<file path="src/rtl/axis_consumer_mc.sv">
// Stream sink: splits marker beats into a request FIFO and counts data beats into rows and throughput windows.
// Define AXIS_CONSUMER_ROW_COUNT_EN to build the running row counter; otherwise row_count is tied to 0.
module axis_consumer_mc #(
    parameter int          DATA_WIDTH        = 512,
    parameter int          ROW_BEATS         = 34,
    parameter int          CYCLES_PER_WINDOW = 402832031,
    parameter int          IDLE_CYCLES       = 400000000,
    parameter logic [63:0] MARKER            = 64'hBEADCAFEFADEDBAD,
    parameter int          REQ_FIFO_DEPTH    = 4
) (
    input  logic                  clk,
    input  logic                  reset,
    output logic                  row_complete,
    output logic [63:0]           throughput,
    output logic                  throughput_valid,
    output logic [31:0]           row_count,
    input  logic [DATA_WIDTH-1:0] AXIS_TDATA,
    input  logic                  AXIS_TVALID,
    output logic                  AXIS_TREADY,
    output logic [71:0]           AXI_REQ_TDATA,
    output logic                  AXI_REQ_TVALID,
    input  logic                  AXI_REQ_TREADY
);

    localparam int              RW         = $clog2(ROW_BEATS);
    localparam int              AW         = $clog2(REQ_FIFO_DEPTH);
    localparam int              CW         = AW + 1;
    localparam logic [RW-1:0]   LAST_ROW   = RW'(ROW_BEATS - 1);
    localparam logic [31:0]     LAST_CYCLE = 32'(CYCLES_PER_WINDOW - 1);
    localparam logic [31:0]     IDLE_LOAD  = 32'(IDLE_CYCLES);
    localparam logic [63:0]     BEAT_BYTES = 64'(DATA_WIDTH / 8);
    localparam logic [CW-1:0]   FULL_COUNT = CW'(REQ_FIFO_DEPTH);

    logic [71:0]   fifo_mem_q [REQ_FIFO_DEPTH];
    logic [AW-1:0] wr_ptr_q, wr_ptr_d;
    logic [AW-1:0] rd_ptr_q, rd_ptr_d;
    logic [CW-1:0] count_q, count_d;

    logic [RW-1:0] row_q, row_d;
    logic [31:0]   idle_q, idle_d;
    logic [31:0]   cycle_q, cycle_d;
    logic [63:0]   acc_q, acc_d;
    logic [63:0]   throughput_q, throughput_d;
    logic          tp_valid_q, tp_valid_d;
    logic          row_complete_q, row_complete_d;

    logic          is_marker, beat, push, pop, data_beat, req_valid;
    logic [RW-1:0] row_base;
    logic [63:0]   beat_bytes;
    logic [64:0]   acc_sum;
    logic [63:0]   acc_sat;
    logic          tdata_unused;

    assign tdata_unused = ^AXIS_TDATA;

    assign is_marker = (AXIS_TDATA[DATA_WIDTH-1 -: 64] == MARKER);
    assign beat      = AXIS_TVALID & AXIS_TREADY;
    assign push      = beat & is_marker;
    assign data_beat = beat & ~is_marker;

    assign AXIS_TREADY    = !reset && (count_q != FULL_COUNT);
    assign req_valid      = !reset && (count_q != '0);
    assign pop            = req_valid & AXI_REQ_TREADY;
    assign AXI_REQ_TVALID = req_valid;
    // Zero the head word when empty so the bus never shows a stale or uninitialised entry.
    assign AXI_REQ_TDATA  = req_valid ? fifo_mem_q[rd_ptr_q] : '0;

    always_comb begin
        wr_ptr_d = push ? wr_ptr_q + AW'(1) : wr_ptr_q;
        rd_ptr_d = pop  ? rd_ptr_q + AW'(1) : rd_ptr_q;
        count_d  = count_q;
        case ({push, pop})
            2'b10:   count_d = count_q + CW'(1);
            2'b01:   count_d = count_q - CW'(1);
            default: count_d = count_q;
        endcase
    end

    // An expired idle countdown means the row restarts, even if a beat arrives this cycle.
    always_comb begin
        row_base       = (idle_q == '0) ? '0 : row_q;
        row_d          = row_q;
        row_complete_d = 1'b0;
        if (data_beat) begin
            if (row_base == LAST_ROW) begin
                row_d          = '0;
                row_complete_d = 1'b1;
            end else begin
                row_d = row_base + RW'(1);
            end
        end else if (idle_q == '0) begin
            row_d = '0;
        end

        if (data_beat)
            idle_d = IDLE_LOAD;
        else if (idle_q != '0)
            idle_d = idle_q - 32'd1;
        else
            idle_d = idle_q;
    end

    // The terminal-cycle beat is folded into the published figure so it is never lost.
    always_comb begin
        beat_bytes   = data_beat ? BEAT_BYTES : '0;
        acc_sum      = {1'b0, acc_q} + {1'b0, beat_bytes};
        acc_sat      = acc_sum[64] ? '1 : acc_sum[63:0];
        throughput_d = throughput_q;
        tp_valid_d   = 1'b0;
        if (cycle_q == LAST_CYCLE) begin
            cycle_d      = '0;
            acc_d        = '0;
            throughput_d = acc_sat;
            tp_valid_d   = 1'b1;
        end else begin
            cycle_d = cycle_q + 32'd1;
            acc_d   = acc_sat;
        end
    end

    always_ff @(posedge clk) begin
        if (push)
            fifo_mem_q[wr_ptr_q] <= AXIS_TDATA[71:0];
    end

    always_ff @(posedge clk) begin
        if (reset) begin
            wr_ptr_q       <= '0;
            rd_ptr_q       <= '0;
            count_q        <= '0;
            row_q          <= '0;
            idle_q         <= '0;
            cycle_q        <= '0;
            acc_q          <= '0;
            throughput_q   <= '0;
            tp_valid_q     <= 1'b0;
            row_complete_q <= 1'b0;
        end else begin
            wr_ptr_q       <= wr_ptr_d;
            rd_ptr_q       <= rd_ptr_d;
            count_q        <= count_d;
            row_q          <= row_d;
            idle_q         <= idle_d;
            cycle_q        <= cycle_d;
            acc_q          <= acc_d;
            throughput_q   <= throughput_d;
            tp_valid_q     <= tp_valid_d;
            row_complete_q <= row_complete_d;
        end
    end

    assign row_complete     = row_complete_q;
    assign throughput       = throughput_q;
    assign throughput_valid = tp_valid_q;

`ifdef AXIS_CONSUMER_ROW_COUNT_EN
    logic [31:0] row_count_q, row_count_d;

    always_comb begin
        row_count_d = row_complete_q ? row_count_q + 32'd1 : row_count_q;
    end

    always_ff @(posedge clk) begin
        if (reset)
            row_count_q <= '0;
        else
            row_count_q <= row_count_d;
    end

    assign row_count = row_count_q;
`else
    assign row_count = '0;
`endif

endmodule

</file>
<file path="config.mk">
export PLATFORM = sky130hd
export DESIGN_NAME = axis_consumer_mc
export DESIGN_NICKNAME = d
export VERILOG_FILES = /design/src/rtl/axis_consumer_mc.sv
export SDC_FILE = /design/constraint.sdc
export NUM_CORES = 1
export LEC_CHECK = 0
export ABC_AREA = 1
export ABC_CLOCK_PERIOD_IN_PS = 6500
export CAP_MARGIN = 15
export CORE_AREA = 5 5 263 265
export DETAILED_ROUTE_END_ITERATION = 8
export DIE_AREA = 0 0 268 270
export REMOVE_ABC_BUFFERS = 1
export SYNTH_ARGS = -nofsm -noshare
export SYNTH_HDL_FRONTEND = slang
export SYNTH_SLANG_ARGS = --single-unit
</file>
<file path="constraint.sdc">
create_clock -name clk -period 6.5 [get_ports clk]
set_input_delay 0.65 -clock clk [delete_from_list [all_inputs] [get_ports clk]]
set_output_delay 0.65 -clock clk [all_outputs]
set_load 0.01 [all_outputs]
</file>
* Yosys cells after proc, flatten, opt, wreduce, memory -nomap -nowiden
Memory sizes are Yosys's and may differ from the RTL's. A register that Yosys moved wholly into a read port is not among the register bits.
Index checks and enable logic that the tools add are counted.
** Storage, ports and cells
- Memories :: 1
- RAM bits :: 288
- Output and inout bits :: 172
- Bits in latches :: 0
- Bits in registers :: 207
- Bits of input ports :: 516
- ROM bits :: 0
** Cells by class
- Shift operators :: 0
- Reductions and logical operators :: 11
- Div/mod/pow operators :: 0
- Bitwise operators :: 6
- Mux-type cells :: 15
- Add/subtract/negate cells :: 8
- Equality and inequality tests :: 6
- Magnitude comparators :: 0
- $mul :: 0
** Memory list
- fifo_mem_q :: words 4, width 72, read ports 1, clocked after memory_dff 1, write ports 1, RTL line 34 : logic [71:0] fifo_mem_q [REQ_FIFO_DEPTH];
** Operators with widths (count)
- two-way mux 72 bit :: 1
- adder 64 x 7 -> 65 bit :: 1
- == test 64 bit (second input constant) :: 1
- two-way mux 64 bit :: 1
- two-way mux 29 bit :: 2
- adder 32 x 1 -> 32 bit (second input constant) :: 1
- == test 32 x 29 -> 1 bit (second input constant) :: 1
- logical NOT 32 bit :: 1
- nonzero test 32 bit :: 1
- subtractor 32 x 1 -> 32 bit (second input constant) :: 1
- two-way mux 6 bit :: 3
- two-way mux 7 bit :: 1
- adder 6 x 1 -> 6 bit (second input constant) :: 1
- == test 6 bit (second input constant) :: 1
- one-hot mux 3 bit (2 select lines) :: 1
- OR reduction 2 bit :: 3
- adder 2 x 1 -> 2 bit (second input constant) :: 2
- AND 1 bit :: 4
- two-way mux 1 bit :: 4
- two-way mux 2 bit :: 2
- nonzero test 2 bit :: 2
- adder 3 x 1 -> 3 bit (second input constant) :: 1
- != test 3 bit (second input constant) :: 1
- nonzero test 3 bit :: 1
- other kinds (6) :: 8

* Longest topological paths before layout
- Depth in word-level cells :: 7
- Depth in mapped cells :: 23
- Mapped depth without buffers :: 22

* Least setup slack after synthesis
No wires, ideal clock.
- Path type :: input -> register
- Start point :: input reset
- End point :: memory fifo_mem_q[0][0] (enable)
- Setup time :: 0.503 ns
- Stages on the path :: 6
- Setup slack :: 1.496 ns
- Arrival :: 4.501 ns
- Cells stage by stage :: buf_2 a21oi_1 nand2_1 inv_1 nand3_1 nor2_1
** Between the ends
- Word-level cells in the longest chain between the ends :: 6
** Ends and longest elaborated chain
- from (decl) :: RTL line 12 : input logic reset,
- logical NOT 1 bit :: RTL line 61 : assign AXIS_TREADY = !reset && (count_q != FULL_COUNT);
- logical AND 1 bit :: RTL line 61
- via AXIS_TREADY :: RTL line 19 : output logic AXIS_TREADY,
- AND 1 bit :: RTL line 57 : assign beat = AXIS_TVALID & AXIS_TREADY;
- AND 1 bit :: RTL line 58 : assign push = beat & is_marker;
- two-way mux 1 bit :: RTL line 122 : if (push)
- two-way mux 1 bit (not written as such) :: RTL line 123 : fifo_mem_q[wr_ptr_q] <= AXIS_TDATA[71:0];
- to (decl) :: RTL line 34
The timed path passes the listed nets, and every way through them passes these cells.

==> results.py <==
metrics = {
    "global_routing": {
        "grt_pass1_vias": 17010,
        "antenna_found_initial": 22,
        "track_usage": 0.1672,
        "grt_remaining_overflow": 0,
        "grt_pass1_wl_mm": 96.08,
        "grt_max_degree": 86,
    },
    "cells_and_area": {
        "drive_above_1_share": 0.05874,
        "stdcell_count": 3623,
        "nets": 3229,
        "area_delta_synth_final_pct": 25.11,
        "finish.utilization": 0.4069,
        "fill_cells": 6496,
    },
    "yosys": {
        "synth_common_cells": "nor2_1, nand2_1, edfxtp_1",
        "yosysTopAreaCell": "edfxtp_1",
        "yosys_warnings": 0,
        "syn_inst": 2437,
        "synth-seq-cells": 497,
        "yosys.area.top_type_share": 0.3995,
        "synth_most_common_cell": "nor2_1",
        "post_synth.cell_area_avg_um2": 8.883,
        "synth.top_cells.by_area": "edfxtp_1, dfxtp_1, nor2_1",
        "synth_top_flop_cell": "edfxtp_1",
        "synthArstFlopShare": 0,
        "yosysSeqAreaShare": 0.5928,
        "ys_types": 43,
        "syn_area_um2": 21650,
        "synth_edf_count": 288,
    },
    "power": {
        "leakagePower_nw": 9.756,
        "vdd_ir_drop_max_mv": 0.1828,
        "p_int_mw": 5.385,
        "switching_share": 0.2235,
        "p_seq_frac": 0.489,
        "cellPowerDensity_nw_per_um2": 256.0,
        "combPwrFrac": 0.062,
        "switchingPower_mw": 1.550,
        "power_frac_clock": 0.449,
    },
    "route": {
        "routed_wl_mm": 62.61,
        "wl_per_cell_um": 17.28,
        "drt_iter0_drc": 1017,
        "drt.antenna.violating_nets": 0,
        "drt_pass1_iterations": 5,
        "routed-via-count": 17200,
        "viasPerCell": 4.748,
        "drc": 0,
    },
    "flow_run": {
        "drv_cap": 0,
    },
    "worst_setup_path": {
        "cp_data_required_time_ns": 5.85,
        "crit_family": "buffers and inverters",
        "critical-path-max-stage-delay_ns": 0.85,
        "critPathMaxFanout": 84,
        "worstPathArrival_ns": 4.09,
        "path_class": "reg2out",
        "crit_slowest_cell": "clkinv_2",
        "crit_buf_inv": 3,
        "cp-start-kind": "flip-flop",
        "cp-end-kind": "primary output",
        "crit_chain": "clkinv_2, buf_4, o21ai_0, a21oi_1, clkdlybuf4s50_1",
    },
    "floorplanning": {
        "die_x_um": 268,
        "dieArea_um2": 72360,
        "coreArea_um2": 66560,
        "core.rowCount": 95,
        "top_level_ports": 688,
        "die_h_um": 270,
        "initial_core_util": 0.3252,
    },
    "cts": {
        "ctsResizeCount": 0,
        "clock_sinks": 497,
        "numCtsBuffers": 52,
        "cts_root_buf": "clkbuf_16",
        "holdBufCountCts": 0,
        "cts_tree": "yes",
        "post-cts-setup-buffers": 0,
        "htree_levels": 2,
        "clock_path_buffers": 3,
        "worst_skew_pair.late_latency_ns": 0.61,
        "path_clk_slew_ns": 0.06,
    },
    "timing": {
        "setup_viol": 0,
        "rsz0062_at_grt": "no",
        "maxSlewViolCount": 0,
        "clock.fmax_ghz": 0.2112,
        "post-route-min-period_ns": 4.736,
        "hold_violations": 0,
        "final.setup.tns_ns": 0,
        "worst_slew_pin_slew_ns": 0.9537,
        "finalCritPeriodShare": 0.7285,
        "slew_headroom": 0.3642,
        "clock_skew_ns": 0.02659,
    },
    "placed_design": {
        "place_congestion": 0.8958,
        "dp.cells": 3518,
        "dpl.hpwl_mm": 42.76,
        "io_buffers": 279,
    },
    "min_path": {
        "hp-class": "reg2reg",
    },
    "run_status": {
        "status": "complete, no violations",
    },
}
[power groups by stage]
| stage | registers, mW | logic [mW] | clock network, mW |
|---|---|---|---|
| final | 3.39 | 0.432 | 3.11 |
| after global routing | 3.39 | 0.490 | 3.33 |
| after CTS | 3.39 | 0.433 | 3.19 |
| after detailed placement | 3.46 | 0.431 | 0 |
| after global placement | 3.46 | 0.427 | 0 |
| after floorplan | 3.45 | 0.258 | 0 |
[layer usage]
metal  up-vias  global-route usage  part of all wire
li1       8570                   -                 -
met1      8006              0.1961              0.40
met2       453              0.2856              0.48
met3       150             0.05621             0.082
met4        24             0.05954             0.035
met5         -                   0            0.0026
[tightest hold or removal path: stages (launching register included)]
cell and delay [ns]:
dfxtp_1 0.31, nand2_1 0.06, nand2_1 0.05
[final timing paths]
check                 startpoint                to  slack [ns]  cells past startpoint
setup / recovery       flip-flop  AXI_REQ_TDATA[6]        1.76                      5
hold / removal    throughput[53]    throughput[53]        0.45                      2
setup reg to reg      count_q[1]    throughput[48]        2.33                     19
hold reg to reg   throughput[53]    throughput[53]        0.45                      2
[registers in the layout, summed over array words and instances, names as in the netlist, named ones only]
name,cells
throughput_valid,1
acc_q,64
cycle_q,32
rd_ptr_q,2
wr_ptr_q,2
throughput,64
row_complete,1
fifo_mem_q,288
count_q,3
row_q,6
idle_q,32
[logic make-up after synthesis]
logic type,after synthesis,synth area share
AO/OA/AOI/OAI,335,0.07930
XOR/XNOR,55,0.02225
flip-flops,497,0.5928
AND/OR/NAND/NOR,1242,0.2390
adder cells (fa/ha/maj),14,0.008439
buffers and inverters,293,0.05809
other,1,0.0001732
[placed cells by master (no fill, tap or decap), types with 7 or more instances in the layout]
cell type,synthesis,final
nand3_1,90,90
xor2_1,33,33
nor3b_1,10,10
xnor2_1,22,22
conb_1,1,32
nand2_1,422,421
clkbuf_16,0,53
inv_2,12,10
edfxtp_1,288,288
or2_2,18,18
o21ai_1,34,34
a21oi_1,120,120
bufinv_16,0,8
clkdlybuf4s50_1,0,279
nand4_1,49,49
dfxtp_1,209,207
nor3_1,59,59
o21ai_0,166,166
ha_1,13,13
nor2_1,568,564
clkinv_1,0,8
diode_2,0,9
buf_4,32,21
clkinv_2,0,12
nor2_4,3,7
inv_1,158,158
[through the flow]
stage / setup WS (ns) / hold WS (ns) / total power [mW] / instance area, um2
global route: 1.488 / 0.4813 / 7.215 / 27070
floorplan: 1.191 / 0.4297 / 3.708 / 21150
global placement: 1.333 / 0.4417 / 3.884 / 25240
detailed placement: 1.373 / 0.4391 / 3.888 / 25240
CTS: 1.721 / 0.4554 / 7.018 / 27060
finish: 1.764 / 0.4519 / 6.935 / 27080
[final cells by class]
cell class / count / area, um2 / area share
antenna: 9 / 22.52 / 0.0008315
clock buffer: 59 / 1369 / 0.05054
clock inverter: 37 / 452.9 / 0.01672
inverter: 170 / 640.6 / 0.02365
multi-input combinational: 1678 / 7720 / 0.2850
sequential: 497 / 12840 / 0.4740
tap: 873 / 1092 / 0.04033
timing repair buffer: 300 / 2950 / 0.1089
(Power assumes the default switching activity.)
